File: config.mk
export PLATFORM = sky130hd
export DESIGN_NAME = seq_multiplier_8x8
export DESIGN_NICKNAME = d
export VERILOG_FILES = /design/src/rtl/seq_multiplier_8x8.sv
export SDC_FILE = /design/constraint.sdc
export NUM_CORES = 1
export LEC_CHECK = 0
export CAP_MARGIN = 20
export CORE_ASPECT_RATIO = 0.75
export CORE_UTILIZATION = 40
export CTS_CLUSTER_DIAMETER = 100
export CTS_CLUSTER_SIZE = 14
export DETAILED_ROUTE_END_ITERATION = 6
export GPL_ROUTABILITY_DRIVEN = 0
export HOLD_SLACK_MARGIN = 0.05
export PLACE_DENSITY = 0.73
export SLEW_MARGIN = 30
export SYNTH_ARGS = -nofsm -noshare
export SYNTH_HDL_FRONTEND = slang
export SYNTH_SLANG_ARGS = --single-unit
File: constraint.sdc
create_clock -name clk -period 1.6 [get_ports clk]
set_input_delay 0.32 -clock clk [delete_from_list [all_inputs] [get_ports clk]]
set_output_delay 0.32 -clock clk [all_outputs]
set_load 0.01 [all_outputs]
File: src/rtl/seq_multiplier_8x8.sv
`default_nettype none
// ============================================================================
// Module      : seq_multiplier_8x8
// Description : 8x8 unsigned shift-and-add multiplier controller wrapped
//               around an external combinational 8-bit adder.
// Revision    : 1.0 - initial release
// ============================================================================
module seq_multiplier_8x8 (
    input  logic        clk,
    input  logic        reset_n,
    input  logic        start,
    input  logic [7:0]  mcand,
    input  logic [7:0]  mplier,
    input  logic [7:0]  add_sum,
    input  logic        add_cout,
    output logic [7:0]  add_a,
    output logic [7:0]  add_b,
    output logic        add_cin,
    output logic        busy,
    output logic        done,
    output logic [15:0] product
);

    typedef enum logic [1:0] {
        S_IDLE = 2'd0,
        S_CALC = 2'd1,
        S_DONE = 2'd2
    } state_t;

    localparam logic [2:0] c_LAST_ITER = 3'd7;

    state_t      r_state;
    state_t      w_state_next;
    logic [7:0]  r_m;
    logic [7:0]  r_q;
    logic [7:0]  r_a;
    logic [2:0]  r_cnt;
    logic [15:0] r_product;
    logic        w_last_iter;

    assign w_last_iter = (r_cnt == c_LAST_ITER);

    always_ff @(posedge clk) begin
        if (!reset_n) begin
            r_state <= S_IDLE;
        end else begin
            r_state <= w_state_next;
        end
    end

    always_comb begin
        w_state_next = r_state;
        case (r_state)
            S_IDLE: begin
                if (start) begin
                    w_state_next = S_CALC;
                end
            end
            S_CALC: begin
                if (w_last_iter) begin
                    w_state_next = S_DONE;
                end
            end
            S_DONE: begin
                w_state_next = S_IDLE;
            end
            default: begin
                w_state_next = S_IDLE;
            end
        endcase
    end

    // The adder result is split across A and Q: the 9-bit sum shifts right by
    // one, with its LSB entering the top of Q as a new product bit.
    always_ff @(posedge clk) begin
        if (!reset_n) begin
            r_m       <= 8'h00;
            r_q       <= 8'h00;
            r_a       <= 8'h00;
            r_cnt     <= 3'd0;
            r_product <= 16'h0000;
        end else begin
            case (r_state)
                S_IDLE: begin
                    if (start) begin
                        r_m   <= mcand;
                        r_q   <= mplier;
                        r_a   <= 8'h00;
                        r_cnt <= 3'd0;
                    end
                end
                S_CALC: begin
                    r_a   <= {add_cout, add_sum[7:1]};
                    r_q   <= {add_sum[0], r_q[7:1]};
                    r_cnt <= r_cnt + 3'd1;
                    if (w_last_iter) begin
                        r_product <= {add_cout, add_sum, r_q[7:1]};
                    end
                end
                default: begin
                end
            endcase
        end
    end

    assign add_a   = r_a;
    assign add_b   = ((r_state == S_CALC) && r_q[0]) ? r_m : 8'h00;
    assign add_cin = 1'b0;
    assign busy    = (r_state == S_CALC);
    assign done    = (r_state == S_DONE);
    assign product = r_product;

endmodule
`default_nettype wire
==> impl_metrics.ini <==
[run_status]
status = finished clean

[grt]
overflow = 0
antenna_found_initial = 0
grt_start_max_net_pins = 18
grt_pass1_vias = 1428
grt_pass1_wl_um = 6810
track_usage_pct = 19.7

[layout]
layout_commonest_cell = clkdlybuf4s50_1
syn2layout_area_growth_pct = 51.3
diodes = 0
finalInstanceArea_mm2 = 0.00255
drive_gt1_share_pct = 17.3
final_cell_mix = 51 x clkdlybuf4s50_1, 42 x dfxtp_1, 26 x a22o_1
fin_nets = 255
final_util_pct = 62.9

[critical_path]
path_class = reg -> out
cp_num_buf_inv = 2
cp_slowest_cell = dfxtp_2
worstPathMaxFanout = 4
endpoint_kind = output port
start_kind = flop
cp.required_ns = 1.28
crit_chain = nor2b_4, buf_4, and3_1, buf_2
critical_path.top_delay_family = flip-flops
worstPathArrival_ns = 1.24
critical-path-max-stage-delay_ns = 0.35

[drt]
antenna_left = 0
vias = 1461
routedWlPerCell_um = 14.9
drtIter0Drc = 79
firstDrtPassIters = 4
totalWireLength_um = 4180
drc = 0
via_per_inst = 5.20

[power]
vdd_drop_max_uv = 552
power.leakage_nw = 1.04
power.density_mw_per_mm2 = 958

[timing]
finalSetupViolCount = 0
skew_ns = 0.00467
post-route-period-util_pct = 97.4
hold_slack_ns = 0.465
hold_violations = 0
rsz0062_at_grt = yes
final.min_clock_period_ns = 1.56
finalMaxSlewViolations = 0
fmax_ghz = 0.642
fin_ws_ns = 0.0424

[synthesis]
synthesis.area_mm2 = 0.00169
yosysWarnings = 0
synth_seq_cells = 45
synthDistinctLibCells = 23
avgSynthCellArea_um2 = 10.8
syn_inst = 156
yosysSeqAreaShare_pct = 53.4
synth_nets = 186

[floorplanning]
die_h_um = 58.2
pin_count = 63
die-area_mm2 = 0.00448
initial_core_util_pct = 41.6
row_count = 20
die_w_um = 77.0
coreArea_mm2 = 0.00405

[clock_network]
h-tree-depth = 2
cts_tree = yes
clk_pin_slew_ns = 0.08
clk_latency_ns = 0.29
clock_path_buffers = 2
cts.sinks = 45
cts_made_buffers = 5
clockRootBuffer = clkbuf_8
hold_buffers = 0

[hold_path]
hp-class = reg -> reg

[placed_design]
dpl.hpwl_um = 2900
dpl_cell_area_mm2 = 0.00236
place_ws_ns = -0.217
io_buffers = 61

[flow_run]
maxCapViolCount = 0
synth_stat cells (all sizes together):
cell / n / area share [%]
nand2: 8 / 1.8
nand3: 8 / 2.4
conb: 1 / 0.22
ha: 2 / 1.5
and3: 9 / 3.3
mux2: 1 / 0.67
and2: 1 / 0.37
buf: 11 / 4.7
o211ai: 8 / 3.6
o21a: 2 / 0.89
a21boi: 1 / 0.67
o21ai: 16 / 4.7
dfxtp: 45 / 53
nor2: 1 / 0.37
a22o: 26 / 14
mux2i: 8 / 4.7
clkbuf: 3 / 0.67
or3b: 1 / 0.52
nor2b: 3 / 1.3
nor3b: 1 / 0.74
registers in the layout (all words and copies together) (netlist names):
signal   count
r_state      2
r_m          8
add_a        8
product     16
r_q          8
r_cnt        3
final timing paths:
path	slack, ns	to	from	cells past startpoint
max	0.04	add_b[6]	r_state[0]	4
min reg2reg	0.47	r_m[7]	r_m[7]	2
min	0.47	r_m[7]	r_m[7]	2
max reg2reg	0.07	product[2]	r_state[0]	7
report_power, final:
part / leakage [nW] / switching (W) / internal [W]
logic: 0.604 / 0.000115 / 0.000158
clock network: 0.0681 / 0.000356 / 0.000620
registers: 0.368 / 0.0000325 / 0.00116
total: 1.04 / 0.000504 / 0.00194
cell type report:
class                   instances  area [um2]
multi-input cells              98         728
flip-flops and latches         45         907
clock inverters                 3        65.1
clock buffers                   5        68.8
fillers                       328        1500
repair buffers                 75         713
well taps                      55        68.8
kinds of logic (layout without fill, tap and decap cells):
kind of cell	count (synthesis)	count (layout)	share of synthesized area, %
flip-flops	45	45	53.4
AO/OA/AOI/OAI	53	53	23.4
adder cells (fa/ha/maj)	2	2	1.48
multiplexers	9	9	5.42
buffers and inverters	14	83	5.34
other	1	1	0.222
AND/OR/NAND/NOR	32	33	10.8
tightest hold or removal path, stage by stage, from the launching register on:
cell     delay, ns
dfxtp_1       0.32
nand2_1       0.05
o21ai_0       0.06
metal layers:
metal	share of wire [%]	vias up	wire length, um	global-route usage, %
li1	-	714	-	-
met4	0.55	0	23	5.93
met3	5.2	2	217	5.20
met5	0	-	0	0
met2	49	43	2060	33.7
met1	45	702	1880	24.8
repair_timing:
item,4_1_cts,5_1_grt
pin swaps,0,1
endpoints found under the setup margin,26,22
resized for setup,28,11
gates cloned,1,0
buffers inserted,4,1
per-stage QoR:
stage | total power (W) | setup TNS [ns] | std cells
2_1_floorplan | 0.00134 | 0 | 156
3_3_place_gp | 0.00146 | -3.20 | 267
3_5_place_dp | 0.00147 | -5.19 | 267
4_1_cts | 0.00246 | 0 | 280
5_1_grt | 0.00255 | -0.00824 | 281
6_report | 0.00244 | 0 | 281
Power figures use the tool's default switching activity.
